$ cat src/rtl/elastic_pkg.sv
// -----------------------------------------------------------------------------
// elastic_pkg
// Shared definitions for the elastic_unpack slice: default stream width and
// shift amount, the skid-buffer occupancy enum and the error counter width.
// -----------------------------------------------------------------------------
package elastic_pkg;

   localparam int DATA_W_DEF = 32;
   localparam int SHIFT_DEF  = 2;
   localparam int ERR_CNT_W  = 16;

   // Occupancy of the two-entry skid buffer (main, skid).
   typedef enum logic [1:0] {
      ST_EMPTY = 2'd0,
      ST_ONE   = 2'd1,
      ST_TWO   = 2'd2
   } skid_state_e;

endpackage

$ cat src/rtl/elastic_err_cnt.sv
// -----------------------------------------------------------------------------
// elastic_err_cnt
// Saturating event counter. Increments by one on every cycle inc_i is high and
// sticks at all-ones.
//
// Ports
//   clk_i  in   clock
//   rst_i  in   asynchronous active-high reset, clears the count
//   inc_i  in   count one event this cycle
//   cnt_o  out  ERR_CNT_W-bit count
// -----------------------------------------------------------------------------
module elastic_err_cnt
   import elastic_pkg::*;
(
   input  logic                 clk_i,
   input  logic                 rst_i,
   input  logic                 inc_i,
   output logic [ERR_CNT_W-1:0] cnt_o
);

   logic [ERR_CNT_W-1:0] cnt_q;
   logic [ERR_CNT_W-1:0] cnt_d;

   always_comb begin
      cnt_d = cnt_q;
      if (inc_i && (cnt_q != {ERR_CNT_W{1'b1}})) begin
         cnt_d = cnt_q + ERR_CNT_W'(1);
      end
   end

   always_ff @(posedge clk_i or posedge rst_i) begin
      if (rst_i) begin
         cnt_q <= '0;
      end else begin
         cnt_q <= cnt_d;
      end
   end

   assign cnt_o = cnt_q;

endmodule

$ cat src/rtl/elastic_unpack.sv
// -----------------------------------------------------------------------------
// elastic_unpack
// Two-entry skid buffer that accepts left-shifted words, stores them already
// shifted right by SHIFT (zero-fill) and presents them downstream. t0_ready is
// a flop, so i0_ready never reaches it combinationally. Beats whose low SHIFT
// bits are non-zero are malformed; they are still forwarded.
//
// Build option
//   ELASTIC_UNPACK_ERR_CNT_EN  defined: err_cnt counts accepted malformed beats
//                              (saturating). Undefined: err_cnt is tied to 0.
//
// Ports
//   clk       in   clock, rising edge
//   rst       in   asynchronous active-high reset
//   t0_data   in   DATA_W upstream word
//   t0_valid  in   upstream word valid
//   t0_ready  out  block accepts a beat this cycle (registered)
//   i0_data   out  DATA_W unpacked word (registered)
//   i0_valid  out  unpacked word valid
//   i0_ready  in   downstream accepts i0_data
//   err_cnt   out  16-bit malformed-beat count
// -----------------------------------------------------------------------------
module elastic_unpack
   import elastic_pkg::*;
#(
   parameter int DATA_W = DATA_W_DEF,
   parameter int SHIFT  = SHIFT_DEF
) (
   input  logic                 clk,
   input  logic                 rst,
   input  logic [DATA_W-1:0]    t0_data,
   input  logic                 t0_valid,
   output logic                 t0_ready,
   output logic [DATA_W-1:0]    i0_data,
   output logic                 i0_valid,
   input  logic                 i0_ready,
   output logic [ERR_CNT_W-1:0] err_cnt
);

   skid_state_e       state_q, state_d;
   logic [DATA_W-1:0] main_q, main_d;
   logic [DATA_W-1:0] skid_q, skid_d;
   logic              rdy_q;
   logic              accept;
   logic              pop;
   logic [DATA_W-1:0] in_shifted;

   assign accept     = t0_valid & rdy_q;
   assign pop        = i0_valid & i0_ready;
   // Entries are stored already shifted so i0_data comes straight off main_q.
   assign in_shifted = t0_data >> SHIFT;

   // State and storage registers
   always_ff @(posedge clk or posedge rst) begin
      if (rst) begin
         state_q <= ST_EMPTY;
         rdy_q   <= 1'b0;
         main_q  <= '0;
         skid_q  <= '0;
      end else begin
         state_q <= state_d;
         // Ready for the coming cycle is known from the next occupancy.
         rdy_q   <= (state_d != ST_TWO);
         main_q  <= main_d;
         skid_q  <= skid_d;
      end
   end

   // Next-state logic
   always_comb begin
      state_d = state_q;
      case (state_q)
         ST_EMPTY: if (accept) state_d = ST_ONE;
         ST_ONE: begin
            if (accept && !pop)      state_d = ST_TWO;
            else if (pop && !accept) state_d = ST_EMPTY;
         end
         ST_TWO:   if (pop) state_d = ST_ONE;
         default:  state_d = ST_EMPTY;
      endcase
   end

   // Output and storage-load logic
   always_comb begin
      main_d   = main_q;
      skid_d   = skid_q;
      i0_valid = (state_q != ST_EMPTY);
      case (state_q)
         ST_EMPTY: if (accept) main_d = in_shifted;
         ST_ONE: begin
            // With a simultaneous pop the new beat replaces main directly.
            if (accept && pop) main_d = in_shifted;
            else if (accept)   skid_d = in_shifted;
         end
         ST_TWO:   if (pop) main_d = skid_q;
         default: ;
      endcase
   end

   assign t0_ready = rdy_q;
   assign i0_data  = main_q;

`ifdef ELASTIC_UNPACK_ERR_CNT_EN
   localparam logic [DATA_W-1:0] LOW_MASK = DATA_W'((64'd1 << SHIFT) - 64'd1);

   logic malformed;
   assign malformed = |(t0_data & LOW_MASK);

   elastic_err_cnt u_err_cnt (
      .clk_i (clk),
      .rst_i (rst),
      .inc_i (accept & malformed),
      .cnt_o (err_cnt)
   );
`else
   assign err_cnt = '0;
`endif

endmodule

$ cat config.mk
export PLATFORM = sky130hd
export DESIGN_NAME = elastic_unpack
export DESIGN_NICKNAME = d
export VERILOG_FILES = /design/src/rtl/elastic_pkg.sv /design/src/rtl/elastic_err_cnt.sv /design/src/rtl/elastic_unpack.sv
export SDC_FILE = /design/constraint.sdc
export NUM_CORES = 1
export LEC_CHECK = 0
export CELL_PAD_IN_SITES_DETAIL_PLACEMENT = 1
export CELL_PAD_IN_SITES_GLOBAL_PLACEMENT = 1
export CORE_MARGIN = 3
export CORE_UTILIZATION = 35
export CTS_CLUSTER_DIAMETER = 150
export DETAILED_ROUTE_END_ITERATION = 8
export PLACE_DENSITY_LB_ADDON = 0.2
export SLEW_MARGIN = 20
export SYNTH_ARGS = -nofsm -noshare
export SYNTH_HDL_FRONTEND = slang
export SYNTH_SLANG_ARGS = --single-unit
export TNS_END_PERCENT = 100
$ cat constraint.sdc
create_clock -name clk -period 1.9 [get_ports clk]
set_input_delay 0.38 -clock clk [delete_from_list [all_inputs] [get_ports clk]]
set_output_delay 0.38 -clock clk [all_outputs]
set_load 0.01 [all_outputs]
After elaboration in Yosys (flattened, before gate mapping). Index checks and enable logic that the tools add are counted.

Equality and inequality tests: 6. Muxes and demuxes: 9. Bitwise gates (word level): 3. Reduce and logical (&&, ||, !) cells: 10.

Operators by type and width (count): $mux 32 (3); $pmux 32 s3 (1); $mux 2 (4); $ne 2x2->1 const B (4); $pmux 2 s3 (1); $reduce_and 4->1 (1); $logic_and 1x1->1 (3); $reduce_and 3->1 (1); $reduce_bool 3->1 (1); $and 1x1->1 (2); $eq 2x1->1 const B (1); $eq 2x2->1 const B (1); $logic_not 1->1 (2); $logic_not 2->1 (1); $reduce_bool 2->1 (1); $not 1->1 (1).

Bits in registers: 65. Input port bits: 36. Word-level logic and storage cells: 32.

Logic depth before layout (Yosys ltp).
Depth in word-level cells: 7. Mapped depth: 5. Gate-level depth less buffers: 3.

Least setup slack after synthesis. OpenSTA, ideal clock, no wires.

Path type: register to register. Start: register state_q[1]. End: register main_q[10], in the netlist i0_data[10]. Library setup time: 0.125 ns. Arrival: 1.416 ns. Data required time: 1.775 ns. Setup slack: 0.359 ns. Cell stages (with the launch flop): 6. Cells stage by stage: dfrtp_1 nor2b_1 buf_6 buf_6 mux2_4 mux2_2.

Cells in the longest elaborated chain, start to end: 5. Elaborated cells on any way between the ends: 12.

Ends and longest elaborated chain: from (decl) (RTL line elastic_unpack.sv:40) `skid_state_e state_q, state_d;`; from (signal assigned) (RTL line elastic_unpack.sv:61) `state_q <= state_d;`; $reduce_bool 2->1 (RTL line elastic_unpack.sv:87) `i0_valid = (state_q != ST_EMPTY);`; $and 1x1->1 (RTL line elastic_unpack.sv:49) `assign pop = i0_valid & i0_ready;`; $logic_and 1x1->1 (RTL line elastic_unpack.sv:92) `if (accept && pop) main_d = in_shifted;`; $ne 2x2->1 (no line); $reduce_and 4->1 (no line); to (signal assigned) (RTL line elastic_unpack.sv:64) `main_q <= main_d;`; to (decl) (RTL line elastic_unpack.sv:41) `logic [DATA_W-1:0] main_q, main_d;`.

Several ways; a longest one is shown, not always the timed one. A chain may end at the register's enable or synchronous reset.

Worst setup path after layout.
Start: register state_q[0]. End: output i0_valid.

Cells in the longest elaborated chain, start to end: 1.

Ends and longest elaborated chain: $reduce_bool 2->1 (RTL line elastic_unpack.sv:87); to (decl) (RTL line elastic_unpack.sv:35) `output logic i0_valid,`.

No other way between the ends.

==> impl_metrics.toml <==
[power]
ir_drop_mv = 0.595
leakage_nw = 1.69
power_density_nw_per_um2 = 1470
swShare_pct = 28.0
total_power_mw = 5.84
p_sw_mw = 1.64
clockPowerShare_pct = 21.5
p_comb_share_pct = 38.1
power_frac_seq_pct = 40.5
intPower_mw = 4.20

[logic_synthesis]
synth_cell_type_count = 21
async_flop_share_pct = 100
ys_seq_area_share_pct = 52.7
avgSynthCellArea_um2 = 15.2
synth_cells = 197
yosys_most_used_dff = "dfrtp_1"
syn_area_um2 = 2990
yosys_warnings = 0
ys_ff_latch = 63
synth-edff-count = 0

[global_route]
grt-ovfl-total = 0
grt_usage_pct = 12.7
antenna_found_initial = 0
grt_start_max_net_pins = 64
grt_pass1_vias = 1950
grt_pass1_wl_um = 9630

[finish]
layout_commonest_cell = "clkdlybuf4s50_1"
final_area_um2 = 3980
diodes = 0
multiInputGateArea_um2 = 1280
final_cell_mix = "64 x clkdlybuf4s50_1, 62 x dfrtp_1, 39 x mux2_1"
layout-drive-gt1-share_pct = 28.7
regArea_um2 = 1580
fillers = 856
fin_nets = 307
syn2layout_area_growth_pct = 33.1

[floorplanning]
core.rowCount = 33
die_area_um2 = 9690
initial_core_util_pct = 36.2
die_w_um = 98.5
fp.dieH_um = 98.5
coreArea_um2 = 8260
num_io_pins = 86

[detailed_routing]
avgViaCountPerCell = 4.65
wire_per_inst_um = 14.9
firstDrtPassIters = 2
routed_wl_um = 5660
drtIter0Drc = 17
drc = 0
antenna_left = 0
vias = 1768

[clocking]
cts-root-buf = "clkbuf_8"
clock-sinks = 63
cts_tree = "done"
clkTransAtPathRegs_ps = 70
clk_path_buf_depth = 2
insertion_delay_ps = 330
cts_buffers = 9
h-tree-depth = 3
post_cts_buffers = 0

[place]
place_congestion = 0.672
hpwl_um = 3880
io_buffers = 65
placed_area_um2 = 3770

[sta]
setup_viol = 0
slew_violations = 0
rsz0062_at_grt = "false"
worst_clock_skew_ps = 9.42
max_freq_ghz = 0.556
finalCritPeriodShare_pct = 94.7
fin_setup_tns_ps = 0
hold_violations = 0
fin_crit_ps = 1800

[critical_path]
crit_path_start_kind = "register"
endpoint_kind = "primary output"
path_class = "register to primary output"
arrival_ps = 1420
required_ps = 1520
cp_max_fo = 6

[job]
maxCapViolations = 0

[hold_path]
hp-class = "register to register"

[status]
status = "finished, final reports clean"
-- critical path: stages (launching register included) --
cell and delay [ps]:
dfrtp_1 460, or2_1 330, dlygate4sd2_1 310
-- logic make-up (layout without fill, tap and decap cells) --
family                 count (synthesis)  count (layout)  synth area share [%]
flip-flops                            63              63                  52.7
buffers and inverters                 30              91                  7.28
multiplexers                          91              91                  36.7
AO/OA/AOI/OAI                          3               3                 0.962
other                                  1              18                 0.125
AND/OR/NAND/NOR                        9               9                  2.22
-- layer usage --
layer  global-route usage, %  part of all wire (%)
met5                       0                     0
met4                    4.10                   1.3
met3                    4.18                   5.5
met2                    22.8                    53
met1                    14.1                    40
-- metrics by stage --
| step | hold slack (ps) | worst slack (ps) | util, % | instances |
|---|---|---|---|---|
| 2_1_floorplan | 450 | 359 | - | 214 |
| 3_3_place_gp | 463 | -134 | 45.7 | 365 |
| 3_5_place_dp | 472 | -151 | 45.7 | 365 |
| 4_1_cts | 487 | 89.9 | 48.2 | 380 |
| 5_1_grt | 500 | 10.3 | 48.2 | 380 |
| 6_report | 482 | 101 | 48.2 | 380 |
-- registers in the layout, indices dropped and copies added, names as in the netlist --
| signal | count |
|---|---|
| skid_q | 30 |
| t0_ready | 1 |
| state_q | 2 |
| i0_data | 30 |
-- final cells by class --
type	count	area share (%)
clock buffer	11	3.55
sequential	63	39.6
tap	105	3.30
clock inverter	4	1.76
multi-input combinational	121	32.2
timing repair buffer	74	19.3
inverter	2	0.283
-- path summary, 6_finish.rpt --
path / end / from / slack, ps / depth (start not counted)
worst max register to register: i0_data[20] / state_q[0] / 210 / 4
worst max-delay path: i0_valid / state_q[0] / 100 / 2
worst min-delay path: skid_q[3] / skid_q[3] / 480 / 1
max in group asynchronous: state_q[1] / rst / 1110 / 3
min in group asynchronous: i0_data[18] / rst / 490 / 3
worst min register to register: skid_q[3] / skid_q[3] / 480 / 1
-- synth_stat cells, types with 2 or more instances --
cell type,n,area [um^2]
buf_2,3,15.0
buf_4,21,158
buf_6,3,33.8
dfrtp_1,63,1580
inv_1,2,7.51
mux2_1,39,439
mux2_2,31,349
mux2_4,20,300
nand4b_1,2,17.5
nor2b_1,2,12.5
-- power by group through the flow --
stage	sequential [mW]	combinational, mW	clock, mW
after floorplan	2.47	1.12	0
after global placement	2.35	2.24	0
after detailed placement	2.40	2.28	0
after CTS	2.37	2.28	1.31
after global routing	2.47	2.41	1.36
final	2.36	2.22	1.25
-- what timing repair did --
| item | 4_1_cts | 5_1_grt |
|---|---|---|
| hold buffers | 0 | 0 |
| setup endpoints to repair | 1 | 0 |
| resized for setup | 2 | 0 |
No activity file was read; power rests on OpenSTA's default activity.
